[src/rtl/cpu_press_gen.sv]
// CyberWar computer-opponent press generator: fires a press when the LFSR word falls
// below the difficulty threshold, then holds off for COOLDOWN cycles. Optional press statistics via CPU_PRESS_STATS_EN.
module cpu_press_gen #(
    parameter int WIDTH    = 10,
    parameter int COOLDOWN = 4
) (
    input  logic             clk,
    input  logic             reset,
    input  logic             enable,
    input  logic [WIDTH-1:0] rnd,
    input  logic [WIDTH-1:0] threshold,
    output logic             press,
    output logic             busy,
    output logic [7:0]       press_count
);

    localparam int CW = (COOLDOWN < 1) ? 1 : $clog2(COOLDOWN + 1);
    localparam logic [CW-1:0] CNT_LOAD = CW'(COOLDOWN - 1);

    typedef enum logic [1:0] {
        S_IDLE,
        S_ARMED,
        S_PRESS,
        S_COOL
    } state_t;

    state_t        state;
    state_t        state_next;
    logic [CW-1:0] cnt;
    logic [CW-1:0] cnt_next;
    logic          hit;

    // Strict unsigned compare: threshold 0 never hits, all-ones misses only rnd all-ones.
    assign hit = (rnd < threshold);

    always_comb begin
        state_next = state;
        cnt_next   = cnt;
        case (state)
            S_IDLE: begin
                if (enable) state_next = S_ARMED;
            end
            S_ARMED: begin
                if (!enable)  state_next = S_IDLE;
                else if (hit) state_next = S_PRESS;
            end
            S_PRESS: begin
                if (!enable) begin
                    state_next = S_IDLE;
                end else begin
                    state_next = S_COOL;
                    cnt_next   = CNT_LOAD;
                end
            end
            S_COOL: begin
                if (!enable) begin
                    state_next = S_IDLE;
                    cnt_next   = '0;
                end else if (cnt == '0) begin
                    state_next = S_ARMED;
                end else begin
                    cnt_next = cnt - 1'b1;
                end
            end
            default: begin
                state_next = S_IDLE;
                cnt_next   = '0;
            end
        endcase
    end

    // Outputs are registered alongside the state so they track it exactly.
    always_ff @(posedge clk or negedge reset) begin
        if (!reset) begin
            state <= S_IDLE;
            cnt   <= '0;
            press <= 1'b0;
            busy  <= 1'b0;
        end else begin
            state <= state_next;
            cnt   <= cnt_next;
            press <= (state_next == S_PRESS);
            busy  <= (state_next == S_PRESS) || (state_next == S_COOL);
        end
    end

`ifdef CPU_PRESS_STATS_EN
    function automatic logic [7:0] sat_inc(input logic [7:0] v);
        return (v == 8'hFF) ? v : v + 8'd1;
    endfunction

    logic press_entry;
    assign press_entry = (state_next == S_PRESS) && (state != S_PRESS);

    always_ff @(posedge clk or negedge reset) begin
        if (!reset) begin
            press_count <= 8'd0;
        end else if (press_entry) begin
            press_count <= sat_inc(press_count);
        end
    end
`else
    assign press_count = 8'd0;
`endif

endmodule
[config.mk]
export PLATFORM = sky130hd
export DESIGN_NAME = cpu_press_gen
export DESIGN_NICKNAME = d
export VERILOG_FILES = /design/src/rtl/cpu_press_gen.sv
export SDC_FILE = /design/constraint.sdc
export NUM_CORES = 1
export LEC_CHECK = 0
export CELL_PAD_IN_SITES_DETAIL_PLACEMENT = 1
export CELL_PAD_IN_SITES_GLOBAL_PLACEMENT = 1
export CORE_MARGIN = 2
export CORE_UTILIZATION = 30
export CTS_BUF_LIST = sky130_fd_sc_hd__clkbuf_4 sky130_fd_sc_hd__clkbuf_8
export DETAILED_ROUTE_END_ITERATION = 10
export GPL_TIMING_DRIVEN = 1
export PLACE_DENSITY_LB_ADDON = 0.1
export SETUP_SLACK_MARGIN = 0.1
export SLEW_MARGIN = 15
export SYNTH_ARGS = -nofsm -noshare
export SYNTH_HDL_FRONTEND = slang
export SYNTH_SLANG_ARGS = --single-unit
[constraint.sdc]
create_clock -name clk -period 2.25 [get_ports clk]
set_input_delay 0.225 -clock clk [delete_from_list [all_inputs] [get_ports clk]]
set_output_delay 0.225 -clock clk [all_outputs]
set_load 0.02 [all_outputs]
==> results.yml, run 1 <==
synthesis:
  async_flop_share: 1.00
  synth_edf_count: 0
  synth_seq_cells: 6
  seq_area_frac_synth: 0.240
  syn-cell-area_um2: 624
  ys.flop_type: "dfrtp_1"
  synth.distinct_cells: 25
  synthCells: 74
  syn_area_per_cell_um2: 8.44
  ys_warn_count: 0
routing:
  routedWlPerCell_um: 10.7
  wl_um: 1370
  drc: 0
  drtAntennaViolNets: 0
  drt_pass1_iterations: 4
  vias_per_cell: 4.72
  drt_iter0_drc: 8
  vias: 600
clock_network:
  cts_hold_buf: 0
  clk_pin_slew_worst_paths_ns: 0.05
  clock_path_buffers: 2
  cts_tree: "built"
  ctsResizeCount: 0
  clock_sink_count: 6
  cts-buffers-inserted: 3
  clk_latency_ns: 0.24
  cts_setup_buffers: 0
  clock_tree.root_cell: "clkbuf_4"
  htreeDepth: 1
cells_and_area:
  insertedDiodeCount: 0
  area_growth_pct: 42.1
  num-nets-final: 136
  fillers: 263
  drive_gt1_frac: 0.0400
  fin_cells: 127
sta:
  fin_crit_sh: 0.710
  setup_violations: 0
  fin_skew_ns: 0.00131
  fin_setup_tns_ns: 0
  fmax_ghz: 0.626
  finalMaxSlewViolations: 0
  period_needed_ns: 1.60
  hold_viol_final: 0
  rsz0062_at_grt: "no"
floorplan:
  die_h_um: 49.6
  pin_count: 33
  start_util: 0.318
  fp.dieW_um: 49.6
  rows: 16
  die_area_um2: 2460
  core_area_um2: 1960
placement:
  dp_hpwl_um: 1200
  portBuffers: 24
  gp_congestion: 0.669
  dpl.cell_count: 124
global_route:
  grt_max_degree: 9
  grt_pass1_vias: 616
  antenna_found_initial: 0
  grt_overflow: 0
  grt_util_met2: 0.249
  use_met1: 0.133
  grtUsageMet3: 0.0212
  grt_most_used_layer: "met2"
  globalRouteTotalUtil: 0.127
  grt_pass1_wl_um: 2440
setup_path:
  critPathLaunchType: "register"
  path_buf_inv: 1
  crit_chain: "clkdlybuf4s50_1"
  cpLargestDelayFamily: "buffers and inverters"
  crit_slowest_cell: "clkdlybuf4s50_1"
  reg2regPathDepth: 5
  crit_path_end_kind: "output pin"
  required_ns: 2.03
  cp_slowest_stage_delay_ns: 0.66
  path_depth: 1
  crit_arrival_ns: 1.37
  critPathKind: "register to output pin"
  crit_path_max_fanout: 8
min_path:
  hp-class: "input port to async pin"
power:
  peakVddDrop_uv: 226
  power.density_nw_per_um2: 536
  p_leak_nw: 0.449
run_status:
  outcome: "complete, no violations"
flow_run:
  maxCapViolations: 0
## cell usage in the layout, fill, tap and decap left out
cell type        instances
nand2b_4                 1
clkbuf_4                 3
a22oi_1                  3
a211oi_1                 2
o21ai_0                  7
and2b_1                  1
o311a_1                  1
nand3_1                  1
nand2_1                  3
nand2b_1                 1
o211ai_1                 1
and4_1                   1
a211o_1                  1
a21boi_0                 1
inv_1                   14
nand4_1                  2
clkdlybuf4s50_1         24
a41o_1                   1
a31oi_1                  1
dfrtp_1                  6
nor2_1                   3
ha_1                    11
a32o_1                   1
and3_1                   1
a21oi_1                  1
conb_1                   8
## final timing paths
check	start	to	slack, ns
worst max-delay path	busy	busy	0.65
worst min-delay path	reset	cnt[0]	0.23
worst max register to register	cnt[0]	busy	0.76
worst min register to register	cnt[2]	cnt[2]	0.51
max in group asynchronous	reset	busy	1.80
min in group clk	cnt[2]	cnt[2]	0.51
## report_power, final
group	leakage (nW)	switching, W	internal, W
logic	0.362	0.000104	0.000106
clock network	0.0138	0.0000367	0.0000602
registers	0.0737	0.0000297	0.000138
total	0.449	0.000171	0.000305
## sequential cells by signal, indices dropped and copies added, names as in the netlist
name and cells:
cnt 3, state 1, press 1, busy 1
## synth_stat cells, types with 2 or more instances
| cell type | count | area (um2) |
|---|---|---|
| inv_1 | 14 | 52.6 |
| ha_1 | 11 | 138 |
| buf_4 | 8 | 60.1 |
| o21ai_0 | 7 | 35.0 |
| dfrtp_1 | 6 | 150 |
| a22oi_1 | 3 | 22.5 |
| nand2_1 | 3 | 11.3 |
| nor2_1 | 3 | 11.3 |
| a211oi_1 | 2 | 15.0 |
| nand4_1 | 2 | 12.5 |
## layout make-up
type | count | area (um2) | area share
inverter | 14 | 52.6 | 0.0592
tap | 27 | 33.8 | 0.0381
multi-input combinational | 53 | 388 | 0.437
clock buffer | 3 | 22.5 | 0.0254
timing repair buffer | 24 | 240 | 0.271
sequential | 6 | 150 | 0.169
## per-layer routing
layer / part of all wire / up-vias
li1: - / 296
met1: 0.40 / 284
met2: 0.55 / 18
met3: 0.044 / 2
met4: 0.0088 / 0
met5: 0 / -
## stage by stage
stage	utilization	instance area, um2	power [W]	worst slack, ns	hold WS [ns]
detailed placement	0.441	865	0.000381	0.429	0.496
finish	0.452	887	0.000475	0.652	0.230
global route	0.452	887	0.000532	0.562	0.244
global placement	0.441	865	0.000372	0.444	0.484
CTS	0.452	887	0.000483	0.636	0.243
floorplan	-	651	0.000307	0.919	-0.0706
## logic make-up (layout without fill, tap and decap cells)
logic type,Yosys count,after routing,synth area share
other cells,1,8,0.00601
compound gates,20,20,0.220
flops,6,6,0.240
fa+ha+maj,11,11,0.220
simple gates,14,14,0.132
buf+inv,22,41,0.180
Note: power is estimated with default switching activity, not from simulation.
==> run 2: changes to the inputs <==
--- a/config.mk
+++ b/config.mk
@@ -8,7 +8,7 @@
 export CELL_PAD_IN_SITES_DETAIL_PLACEMENT = 1
 export CELL_PAD_IN_SITES_GLOBAL_PLACEMENT = 1
 export CORE_MARGIN = 2
-export CORE_UTILIZATION = 30
+export CORE_UTILIZATION = 28
 export CTS_BUF_LIST = sky130_fd_sc_hd__clkbuf_4 sky130_fd_sc_hd__clkbuf_8
 export DETAILED_ROUTE_END_ITERATION = 10
 export GPL_TIMING_DRIVEN = 1
==> constraint.sdc (replaced) <==
create_clock -name clk -period 1.5 [get_ports clk]
set_input_delay 0.15 -clock clk [delete_from_list [all_inputs] [get_ports clk]]
set_output_delay 0.15 -clock clk [all_outputs]
set_load 0.02 [all_outputs]
==> results.yml, run 2 (synthesized netlist as in run 1, its figures left out) <==
global_route:
  grt_pass1_wl_um: 2350
  grt_pass1_vias: 595
  grt_max_degree: 9
  grt_util_met2: 0.208
  use_met1: 0.131
  antenna_found_initial: 0
  grt_overflow: 0
  grt_most_used_layer: "met2"
  grtUsageMet3: 0.0468
  globalRouteTotalUtil: 0.121
setup_path:
  critPathKind: "input port to register"
  crit_chain: "clkdlybuf4s50_1, inv_1, ha_4, a211oi_2, nor2_1, a22oi_1, o311a_1"
  required_ns: 1.63
  reg2reg_from: "cnt[0]"
  path_buf_inv: 2
  crit_path_end_kind: "register"
  crit_arrival_ns: 1.52
  path_depth: 7
  cp_slowest_stage_delay_ns: 0.45
  crit_slowest_cell: "clkdlybuf4s50_1"
  reg2regPathDepth: 5
  crit_path_max_fanout: 2
  crit_start: "threshold[3]"
  cpLargestDelayFamily: "buffers and inverters"
  critPathLaunchType: "input port"
power:
  switching_power_w: 0.000295
  clockPowerShare: 0.186
  pwr-share-seq: 0.298
  power_report.internal_total_w: 0.000531
  swShare: 0.357
  peakVddDrop_uv: 424
  power.density_nw_per_um2: 798
  p_comb_frac: 0.516
  p_leak_nw: 0.523
sta:
  finalMaxSlewViolations: 0
  fin_skew_ns: 0.00762
  fin_setup_tns_ns: 0
  hold_viol_final: 0
  fin_crit_sh: 0.927
  setup_violations: 0
  holdWs_ns: 0.137
  rsz0062_at_grt: "yes"
  fmax_ghz: 0.719
  period_needed_ns: 1.39
run_status:
  outcome: "complete, no violations"
floorplan:
  core_area_um2: 2170
  die_h_um: 51.2
  start_util: 0.288
  rows: 17
  pin_count: 33
  fp.dieW_um: 51.2
  die_area_um2: 2620
cells_and_area:
  area_growth_pct: 65.7
  fillers: 271
  seqCellArea_um2: 150
  most-common-layout-cells: "clkdlybuf4s50_1, inv_1, conb_1"
  drive_gt1_frac: 0.255
  num-nets-final: 142
  top_register: "cnt"
  multi_input_area_um2: 478
  insertedDiodeCount: 0
  final_util: 0.477
  largest_reg_flops: 3
  final_common_cell: "clkdlybuf4s50_1"
routing:
  drtAntennaViolNets: 0
  drc: 0
  drt_iter0_drc: 3
  drt_pass1_iterations: 2
  vias: 646
  vias_per_cell: 4.82
  routedWlPerCell_um: 11.0
  wl_um: 1470
clock_network:
  clk_pin_slew_worst_paths_ns: 0.05
  cts-buffers-inserted: 3
  clock_tree.root_cell: "clkbuf_4"
  clk_latency_ns: 0.25
  cts_tree: "built"
  cts_hold_buf: 0
  clock_sink_count: 6
  htreeDepth: 1
  clock_path_buffers: 2
flow_run:
  maxCapViolations: 0
placement:
  portBuffers: 24
  gp_congestion: 0.703
  dp_hpwl_um: 1190
min_path:
  hp-class: "input port to async pin"
==> run 2: changes by cell type in the layout (fill, tap and decap cells not counted), sizes merged <==
cell / before / now
dlygate4sd2: 0 / 1
dlymetal6s2s: 0 / 5
clkdlybuf4s50: 24 / 18
buf: 0 / 6
==> run 2: worst register-to-register path, delay by kind of cell, from the launching register on <==
family	cells	cell delay, ns
buffers and inverters	1	0.07
AO/OA/AOI/OAI	2	0.41
adder cells (fa/ha/maj)	1	0.17
flip-flops	1	0.39
AND/OR/NAND/NOR	1	0.19
==> run 2: power groups by stage <==
stage | clock, W | sequential (W) | combinational, W
after floorplan | 0 | 0.000247 | 0.000213
after global placement | 0 | 0.000253 | 0.000317
after detailed placement | 0 | 0.000251 | 0.000327
after CTS | 0.000156 | 0.000250 | 0.000340
after global routing | 0.000174 | 0.000254 | 0.000481
final | 0.000153 | 0.000246 | 0.000426
==> run 2: cell type report <==
class,instances,share of cell area
repair buffers,30,0.287
multi-input cells,53,0.462
inverters,14,0.0508
clock buffers,3,0.0218
well taps,28,0.0339
flip-flops and latches,6,0.145
==> run 2: layer usage <==
metal | routed length, um | up-vias
met5 | 0 | -
met4 | 29 | 0
met3 | 81 | 4
met2 | 744 | 20
met1 | 613 | 313
li1 | - | 309
==> run 2: stage by stage <==
| step | worst slack [ns] | cell area [um2] | instances | total power [W] |
|---|---|---|---|---|
| after floorplan | 0.169 | 651 | 81 | 0.000460 |
| after global placement | -0.243 | 881 | 127 | 0.000569 |
| final | 0.110 | 1030 | 134 | 0.000826 |
| after global routing | 0.0550 | 1030 | 134 | 0.000910 |
| after CTS | 0.0528 | 933 | 130 | 0.000746 |
| after detailed placement | -0.230 | 881 | 127 | 0.000578 |
==> run 2: timing repair <==
action,CTS,global route
setup buffers,0,4
resized for setup,6,20
pin swaps,5,8
endpoints found under the setup margin,4,5
==> run 2: final timing paths <==
path,slack (ns),to
max in group asynchronous,1.14,cnt[2]
worst min register to register,0.51,cnt[2]
worst max register to register,0.15,busy
min in group clk,0.51,cnt[2]
worst min-delay path,0.14,cnt[1]
worst max-delay path,0.11,busy
